[config.mk]
export PLATFORM = sky130hd
export DESIGN_NAME = bat_anim_controller
export DESIGN_NICKNAME = d
export VERILOG_FILES = /design/src/rtl/bat_anim_controller.sv
export SDC_FILE = /design/constraint.sdc
export NUM_CORES = 1
export LEC_CHECK = 0
export ABC_AREA = 1
export CELL_PAD_IN_SITES_DETAIL_PLACEMENT = 1
export CELL_PAD_IN_SITES_GLOBAL_PLACEMENT = 1
export CORE_MARGIN = 8
export CORE_UTILIZATION = 44
export DETAILED_ROUTE_END_ITERATION = 10
export PLACE_DENSITY_LB_ADDON = 0.05
export REMOVE_ABC_BUFFERS = 1
export SLEW_MARGIN = 0
export SYNTH_ARGS = -nofsm -noshare
export SYNTH_HDL_FRONTEND = slang
export SYNTH_SLANG_ARGS = --single-unit
[constraint.sdc]
create_clock -name Clk -period 5.2 [get_ports Clk]
set_clock_uncertainty 0.05 [all_clocks]
set_input_delay 1.04 -clock Clk [delete_from_list [all_inputs] [get_ports Clk]]
set_output_delay 1.04 -clock Clk [all_outputs]
set_load 0.01 [all_outputs]
[src/rtl/bat_anim_controller.sv]
// Bat fighter animation sequencer: turns action requests and the frame tick
// into the sprite state code for the colour mapper, plus hitbox/KO flags.
module bat_anim_controller #(
    parameter int FRAME_HOLD = 6
) (
    input  logic       Clk,
    input  logic       Reset,
    input  logic       frame_tick,
    input  logic       left,
    input  logic       right,
    input  logic       punch,
    input  logic       kick,
    input  logic       crouch,
    input  logic       jump,
    input  logic       special,
    input  logic       hit,
    input  logic       ko,
    output logic [5:0] bat,
    output logic       attack_active,
    output logic       busy,
    output logic       ko_done
);

    localparam logic [5:0] HOLD_LAST = 6'(FRAME_HOLD - 1);

    logic [5:0] bat_q, bat_d;
    logic [5:0] cnt_q, cnt_d;
    logic       hp_q, hp_d;
    logic       atk_q, atk_d;
    logic       busy_q, busy_d;
    logic       kod_q, kod_d;

    logic       expire;
    logic       walk;
    logic       hp_now;
    logic       in_ko;
    logic       in_seq;
    logic       in_free;
    logic       in_idle;
    logic       in_walk;
    logic [5:0] seq_next;

    // Classify the current code and the expire condition
    always_comb begin
        expire  = (cnt_q == HOLD_LAST);
        walk    = left ^ right;
        hp_now  = hp_q | hit;
        in_ko   = (bat_q >= 6'd33) && (bat_q <= 6'd35);
        in_idle = (bat_q <= 6'd3);
        in_walk = (bat_q >= 6'd4) && (bat_q <= 6'd7);
        in_free = in_idle || in_walk || (bat_q == 6'd20);
        in_seq  = ((bat_q >= 6'd8) && (bat_q <= 6'd19)) ||
                  ((bat_q >= 6'd21) && (bat_q <= 6'd32));
    end

    // Code that follows a sequenced state when its hold expires
    always_comb begin
        seq_next = bat_q + 6'd1;
        case (bat_q)
            6'd11, 6'd15, 6'd19,
            6'd28, 6'd32: seq_next = 6'd1;
            6'd23:        seq_next = crouch ? 6'd20 : 6'd1;
            6'd35:        seq_next = 6'd35;
            default:      seq_next = bat_q + 6'd1;
        endcase
    end

    // Per-tick state selection, hold counter and pending-hit bookkeeping
    always_comb begin
        bat_d = bat_q;
        cnt_d = cnt_q;
        hp_d  = hp_q | hit;
        if (frame_tick) begin
            hp_d = 1'b0;
            if (in_ko) begin
                bat_d = expire ? seq_next : bat_q;
            end else if (ko) begin
                bat_d = 6'd33;
            end else if (hp_now) begin
                bat_d = 6'd12;
            end else if (in_seq) begin
                bat_d = expire ? seq_next : bat_q;
            end else if (in_free) begin
                if (special) begin
                    bat_d = 6'd29;
                end else if (jump) begin
                    bat_d = 6'd24;
                end else if (punch) begin
                    bat_d = 6'd8;
                end else if (kick) begin
                    bat_d = (bat_q == 6'd20) ? 6'd21 : 6'd16;
                end else if (crouch) begin
                    bat_d = 6'd20;
                end else if (walk) begin
                    if (!in_walk) begin
                        bat_d = 6'd4;
                    end else if (expire) begin
                        bat_d = (bat_q == 6'd7) ? 6'd5 : bat_q + 6'd1;
                    end
                end else if (!in_idle) begin
                    bat_d = 6'd1;
                end else if (expire) begin
                    bat_d = (bat_q == 6'd3) ? 6'd1 : bat_q + 6'd1;
                end
            end else begin
                bat_d = 6'd1;
            end
            cnt_d = (bat_d != bat_q) ? 6'd0 : cnt_q + 6'd1;
        end
    end

    // Output flags derived from the next code so they register with bat
    always_comb begin
        atk_d  = (bat_d == 6'd10) || (bat_d == 6'd18) ||
                 (bat_d == 6'd22) || (bat_d == 6'd31);
        busy_d = ((bat_d >= 6'd8) && (bat_d <= 6'd19)) ||
                 ((bat_d >= 6'd21) && (bat_d <= 6'd35));
        kod_d  = (bat_d == 6'd35);
    end

    // State and registered outputs
    always_ff @(posedge Clk or posedge Reset) begin
        if (Reset) begin
            bat_q  <= 6'd0;
            cnt_q  <= 6'd0;
            hp_q   <= 1'b0;
            atk_q  <= 1'b0;
            busy_q <= 1'b0;
            kod_q  <= 1'b0;
        end else begin
            bat_q  <= bat_d;
            cnt_q  <= cnt_d;
            hp_q   <= hp_d;
            atk_q  <= atk_d;
            busy_q <= busy_d;
            kod_q  <= kod_d;
        end
    end

    assign bat           = bat_q;
    assign attack_active = atk_q;
    assign busy          = busy_q;
    assign ko_done       = kod_q;

endmodule

Word level (Yosys, flattened, before mapping):

Cells that the tools add are included.

* word-level logic and storage cells: 79
* input bits: 12
* bits in registers: 16
* output and inout port bits: 9

* magnitude comparators: 13
* reduce and logical (&&, ||, !) cells: 14
* equality and inequality tests: 17
* bitwise logic cells: 2
* add/subtract/negate cells: 2
* multiplexer cells: 25

Operators by type and width (number)
* $mux W6: 21
* $eq A6 B5 Y1 const B: 7
* $eq A6 B4 Y1 const B: 3
* $eq A6 B6 Y1 const B: 3
* $le A6 B6 Y1 const B: 3
* $pmux W6 S3: 1
* $add A6 B1 Y6 const B: 2
* $eq A6 B3 Y1 const B: 2
* $ge A6 B4 Y1 const B: 2
* $ge A6 B5 Y1 const B: 2
* $le A6 B5 Y1 const B: 2
* $logic_or A1 B1 Y1: 7
* $eq A6 B2 Y1 const B: 1
* $ge A6 B3 Y1 const B: 1
* $ge A6 B6 Y1 const B: 1
* $le A6 B2 Y1 const B: 1
* $le A6 B3 Y1 const B: 1
* $logic_and A1 B1 Y1: 6
* $ne A6 B6 Y1: 1
* $mux W5: 1
* $reduce_or A5 Y1: 1
* $mux W3: 1
* $mux W1: 1
* $or A1 B1 Y1: 1
* $xor A1 B1 Y1: 1

Depth between registers and ports, before layout:

* word-level depth: 21
* gate-level depth with buffers: 22
* depth with buffers taken out: 22

Worst setup path after synthesis:

No wires, ideal clock.

* path kind: input -> register
* start: input hit
* end: register cnt_q[2]
* stages on the path: 11
* arrival: 2.439 ns
* required time: 5.076 ns
* library setup time: 0.074 ns
* slack: 2.636 ns
* path buffers: 0
* cell sequence: nor2_1 inv_1 o21ai_0 nand3_2 nand2_1 nand2_1 nor2_1 nand2_1 nor2_4 nand3_4 a21oi_2

* word-level cells in the longest chain between the ends: 7

RTL lines
* from (decl): line 16 `input logic hit,`
* $or A1 B1 Y1: line 47 `hp_now = hp_q | hit;`
* $mux W6: line 79 `end else if (hp_now) begin`
* $mux W6: line 77 `end else if (ko) begin`
* $mux W6: line 75 `if (in_ko) begin`
* $mux W6: line 73 `if (frame_tick) begin`
* $ne A6 B6 Y1: line 108 `cnt_d = (bat_d != bat_q) ? 6'd0 : cnt_q + 6'd1;`
* $mux W6: line 108
* to (signal assigned): line 132 `cnt_q <= cnt_d;`
* to (decl): line 27 `logic [5:0] cnt_q, cnt_d;`

Every way passes these cells. The select of a mux whose other input is x is not followed.
A chain may end at the register's enable or synchronous reset.

Worst setup path after layout:

* start: input hit
* end: register cnt_q[5]

The elaborated chain is that of the path after synthesis.

==> impl_metrics.py <==
metrics = {
    "timing": {
        "holdWs_ns": 0.482,
        "fin_ws_ns": 1.97,
        "worst_pin_slew_ns": 0.677,
        "min_period_ns": 3.23,
        "finalCritPeriodShare": 0.620,
        "fmax_mhz": 310,
        "setup_viol": 0,
        "slew_headroom": 0.547,
        "tns_ns": 0,
        "rsz0062_at_grt": "false",
        "slew_viol_final": 0,
        "finalHoldViolCount": 0,
    },
    "route": {
        "drt.antenna.violating_nets": 0,
        "viasPerCell": 5.27,
        "drt_iter0_markers": 75,
        "drt_wl_total_mm": 5.58,
        "vias": 1941,
        "dr.pass1.iters": 4,
        "drc_errors": 0,
        "wl_per_cell_um": 15.2,
    },
    "clock_tree": {
        "cts_sinks": 16,
        "clk_path_buf_depth": 2,
        "cts_buffers": 3,
        "cts-hold-fix-buffers": 0,
        "cts_tree": "done",
        "cts-root-buf": "clkbuf_8",
        "postCtsSetupBuffers": 0,
        "h-tree-depth": 1,
        "clk_pin_slew_worst_paths_ns": 0.06,
        "cts_resized": 0,
        "clk-insertion-delay-late_ns": 0.25,
    },
    "critical_path": {
        "start_kind": "input pin",
        "endpoint_kind": "register",
        "critPathSlowestCell": "o21ai_0",
        "critPathTopFamily": "simple AND/OR/NAND/NOR gates",
        "worstSetupPathType": "input pin to register",
        "path_max_fanout": 6,
        "critPathMaxStageDelay_ns": 0.51,
        "crit_top_cell": "nand2_1",
        "required_ns": 5.32,
        "arrival_ns": 3.35,
        "path_buf_inv": 2,
        "crit_chain": "clkdlybuf4s50_1 -> nor2_1 -> inv_1 -> o21ai_0 -> nand3_2 -> nand2_1 -> nand2_1 -> nor2_1 -> nand2_1 -> nor2_4 -> nand3_4 -> a21oi_2",
    },
    "placed_design": {
        "port_buffers": 20,
        "dpl-instance-area_mm2": 0.00216,
        "routabilityCongestion": 0.865,
        "dp_hpwl_mm": 4.57,
        "pre_cts_ws_ns": 1.77,
    },
    "synthesis": {
        "synthMuxAreaShare": 0,
        "synthSimpleGateAreaFrac": 0.531,
        "yosys_warnings": 0,
        "synth_top_flop_cell": "dfrtp_1",
        "ys_ff_latch": 16,
        "netlist_area_mm2": 0.00194,
        "synth_fa_ha_area_frac": 0.0452,
        "ys_async_sr_fraction": 1.00,
        "synth-xor-area-share": 0.0317,
        "synth-compound-area-share": 0.0859,
        "synth-edff-count": 0,
        "synth_top_family_by_area": "simple AND/OR/NAND/NOR gates",
        "synthDistinctLibCells": 35,
        "yosysSeqAreaShare": 0.207,
        "syn_area_per_cell_um2": 6.50,
        "syn-instance-count": 298,
    },
    "final_layout": {
        "final_util": 0.512,
        "antenna_cells": 0,
        "postLayoutCellArea_mm2": 0.00220,
        "layout-drive-gt1-share": 0.206,
        "layout_commonest_cell": "nand2_1",
        "area_growth_pct": 13.5,
        "final_nets": 337,
        "fillers": 599,
        "layout_common_cells": "98 x nand2_1, 28 x nor2_1, 21 x inv_1, 21 x nand3_1, 20 x clkdlybuf4s50_1",
    },
    "floorplan": {
        "start_util": 0.451,
        "rows": 24,
        "dieHeight_um": 82.3,
        "fp.dieW_um": 82.3,
        "io_pins": 21,
        "core_mm2": 0.00429,
        "die_area_mm2": 0.00678,
    },
    "flow_run": {
        "drv_cap": 0,
    },
    "global_route": {
        "overflow": 0,
        "antenna_found_initial": 0,
        "grt_max_degree": 17,
        "grt_pass1_wl_mm": 9.53,
        "grt_usage": 0.181,
        "grt_pass1_vias": 2017,
    },
    "power_and_ir_drop": {
        "leakage_nw": 1.09,
        "powerDensity_mw_per_mm2": 395,
        "peakVddDrop_mv": 0.208,
    },
    "status": {
        "status": "completed",
    },
    "hold_path": {
        "worst_hold_path_type": "register to register",
    },
}
==> kinds of logic after synthesis <==
kind of cell               Yosys count
and+or+nand+nor                    202
buffers and inverters               43
AOI/OAI and AO/OA                   23
DFF                                 16
xor gates and xnor gates             7
adders and majority gates            7
==> worst reg2reg max path, cell delays in order (launching register included) <==
cell     delay [ns]
dfrtp_1        0.60
ha_1           0.50
inv_1          0.11
nand2_1        0.13
nand2_1        0.06
nor2_1         0.20
nand2_1        0.09
nand2_1        0.09
nand4_1        0.10
nand2_1        0.12
nand3_2        0.12
nand2_1        0.10
nand2_1        0.05
nor2_1         0.10
nand2_1        0.10
nor2_4         0.11
nand3_4        0.14
a21oi_2        0.17
==> final timing paths <==
check,from,end,slack [ns],cells past startpoint
max,hit,cnt_q[5],1.97,12
min,hp_q,hp_q,0.48,2
max reg2reg,bat[0],cnt_q[5],2.19,17
min reg2reg,hp_q,hp_q,0.48,2
max in group asynchronous,Reset,attack_active,3.58,2
min in group asynchronous,Reset,cnt_q[0],1.11,2
==> flip-flops by register name, indices dropped and copies added, names as in the netlist <==
register       count
ko_done            1
busy               1
bat                6
hp_q               1
attack_active      1
cnt_q              6
==> power breakdown <==
part | switching [mW] | internal [mW] | leakage [nW]
Sequential | 0.0612 | 0.146 | 0.210
Combinational | 0.369 | 0.201 | 0.862
Clock | 0.0396 | 0.0514 | 0.0216
==> per-stage QoR <==
stage | power [mW] | instances
floorplan | 0.611 | 293
global placement | 0.773 | 365
detailed placement | 0.781 | 365
CTS | 0.876 | 368
global route | 0.949 | 368
finish | 0.869 | 368
==> per-layer routing <==
| metal | up-vias | part of all wire | global-route usage |
|---|---|---|---|
| met5 | - | 0 | 0 |
| met2 | 35 | 0.50 | 0.322 |
| met4 | 0 | 0.020 | 0.0719 |
| met1 | 913 | 0.46 | 0.221 |
| li1 | 984 | - | - |
| met3 | 9 | 0.023 | 0.0119 |
==> synthesized netlist by cell type, drive strengths merged (2+ instances only) <==
| cell | count | area, um2 |
|---|---|---|
| inv | 37 | 144 |
| o21bai | 2 | 15.0 |
| nor2 | 39 | 218 |
| nor3 | 6 | 30.0 |
| a21oi | 9 | 60.1 |
| xor2 | 5 | 43.8 |
| xnor2 | 2 | 17.5 |
| nand2 | 115 | 494 |
| dfrtp | 16 | 400 |
| ha | 7 | 87.6 |
| nand3 | 30 | 210 |
| o21ai | 9 | 63.8 |
| nand4 | 10 | 62.6 |
| buf | 4 | 41.3 |
==> layout make-up <==
type	instances	area, um2	share of cell area
multi-input combinational	239	1340	0.611
sequential	16	400	0.182
timing repair buffer	20	200	0.0911
inverter	38	148	0.0672
tap	52	65.1	0.0296
clock buffer	3	41.3	0.0188
Power figures use the tool's default switching activity.
==> patch, RTL diff (same settings) <==
Reset style: synchronous (`Reset`), changed in one clocked block.
--- a/src/rtl/bat_anim_controller.sv
+++ b/src/rtl/bat_anim_controller.sv
@@ -120,5 +120,5 @@
 
     // State and registered outputs
-    always_ff @(posedge Clk or posedge Reset) begin
+    always_ff @(posedge Clk) begin
         if (Reset) begin
             bat_q  <= 6'd0;
Behaviour: differs if Reset is asserted again (counterexample within 4 cycles, from zero or initial values and one cycle with Reset high); with Reset held inactive, the same outputs for 10 cycles.
==> patch against the original RTL <==
  * Final area shrank 6.8%
  * Sequential share of layout area is 2.6 points lower
  * Highest routed layer unchanged
  * Routed wire length barely moved
  * Critical path type is now reg -> reg
  * Area after synthesis down 9.0%
  * Count of clock-buffer cells in the layout increased by 1
  * Non-clock buffer count stayed put
  * Setup slack better by 0.032 ns
  * Sequential cell count stayed put
  * Largest cell class unchanged
Power is not compared: it rests on default switching activity, and its combinational part moved more than twofold at a synthesized area within 25%.
==> patch: results (changes against the original RTL) <==
qor: setup_path.worst-path-max-fanout 14 [was 6]
qor: synthesis.synth.top_cells.by_area nand2_1 (21%), dfxtp_1 (18%), nand3_1 (12%) [was dfrtp_1 (21%), nand2_1 (19%), nand3_1 (5.4%)]
qor: place.gp_congestion 0.897 [was 0.865]
qor: status.outcome finished clean [unchanged]
qor: route.drt_initial_violations 152 [was 75]
qor: place.dp_hpwl 4.43 mm [was 4.57 mm]
qor: global_routing.gr-usage-met2 0.337 [was 0.322]
qor: sta.relSlewSlack 0.371 [was 0.547]
qor: setup_path.arrival 3.33 ns [was 3.35 ns]
qor: setup_path.timing.critical_path.slowest_cell_delay 0.71 ns [was 0.51 ns]
qor: global_routing.grt.total_usage 0.182 [was 0.181]
qor: global_routing.use_met3 0.0248 [was 0.0119]
qor: route.met3RoutedLength 122 µm [was 129 µm]
qor: route.drt-wirelength-per-cell 15.0 µm [was 15.2 µm]
qor: place.placed_cells 368 [was 365]
qor: global_routing.global_route.usage.met1 0.208 [was 0.221]
qor: setup_path.crit_path_slowest_cell nor2_1 [was o21ai_0]
qor: place.portBuffers 20 [unchanged]
qor: route.count_of_vias_placed_by_the_detailed_router 1997 [was 1941]
qor: final_layout.layout-drive-gt1-share 0.0932 [was 0.206]
qor: global_routing.grt_max_degree 15 [was 17]
qor: synthesis.instance_count_of_the_mapped_netlist 304 [was 298]
qor: synthesis.synth-warning-count 0 [unchanged]
qor: place.placed_area 0.00199 mm² [was 0.00216 mm²]
qor: synthesis.yosys_most_used_dff dfxtp_1 [was dfrtp_1]
qor: final_layout.layout.filler_cells 564 [was 599]
qor: synthesis.async_reset_ff_frac 0 [was 1.00]
qor: synthesis.yosys-top-cells-count nand2_1 (98), nand3_1 (41), nor2_1 (34), inv_1 (27), dfxtp_1 (16) [was nand2_1 (98), nor2_1 (28), inv_1 (21), nand3_1 (21), dfrtp_1 (16)]
qor: place.pre_cts_slack 1.91 ns [was 1.77 ns]
qor: synthesis.synth_seq_area_share 0.182 [was 0.207]
qor: route.met2WireLength 2.89 mm [was 2.77 mm]
qor: final_layout.final_cells 372 [was 368]
qor: global_routing.grt_pass1_vias 2028 [was 2017]
qor: final_layout.nets 342 [was 337]
qor: synthesis.synthDistinctLibCells 31 [was 35]
==> patch: changes by cell type in the layout (fill, tap and decap cells not counted), moves of 6 or more <==
cell	before	now
nor2_1	28	34
nand2_2	13	4
inv_1	21	27
dfrtp_1	16	0
nand3_1	21	41
a21oi_1	5	14
inv_2	14	6
dfxtp_1	0	16
==> patch: area by class of cell <==
type	count	area, µm²	area share
Clock buffer	4	55.1	0.0269
Inverter	33	124	0.0605
Sequential cell	16	320	0.156
Tap cell	50	62.6	0.0305
Multi-Input combinational cell	249	1290	0.628
Timing Repair Buffer	20	200	0.0977
==> patch: cells by family after synthesis <==
family / after synthesis / synth area share
fa+ha+maj: 7 / 0.0497
compound gates: 26 / 0.0845
simple gates: 204 / 0.536
flops: 16 / 0.182
buf+inv: 39 / 0.0881
xor+xnor: 12 / 0.0597
==> patch: worst paths after layout <==
path / end / slack, ns / from / cells past startpoint
max: busy / 2.01 / cnt_q[0] / 19
min: cnt_q[1] / 0.46 / cnt_q[1] / 2
max reg2reg: busy / 2.01 / cnt_q[0] / 19
min reg2reg: cnt_q[1] / 0.46 / cnt_q[1] / 2
==> patch: worst reg2reg max path: stages, from the launching register on <==
cell and delay (ns):
dfxtp_1 0.42, ha_1 0.20, nand2_1 0.05, nor2_1 0.71
inv_1 0.37, nand2_1 0.17, nand3_1 0.11, nand2_1 0.10
nand2_1 0.05, nand2_1 0.06, nand2_1 0.08, nand2_1 0.09
nand2_1 0.09, nand2_4 0.13, nand2_1 0.07, nor2_1 0.12
nand2_1 0.06, nand2_1 0.05, nand2_1 0.06, a21oi_2 0.10
==> patch: report_power, final <==
group	total, W	switching (W)	leakage [nW]	internal (W)
combinational	0.000181	0.000115	0.775	0.0000663
clock	0.000109	0.0000419	0.0288	0.0000672
sequential	0.000142	0.0000133	0.131	0.000129
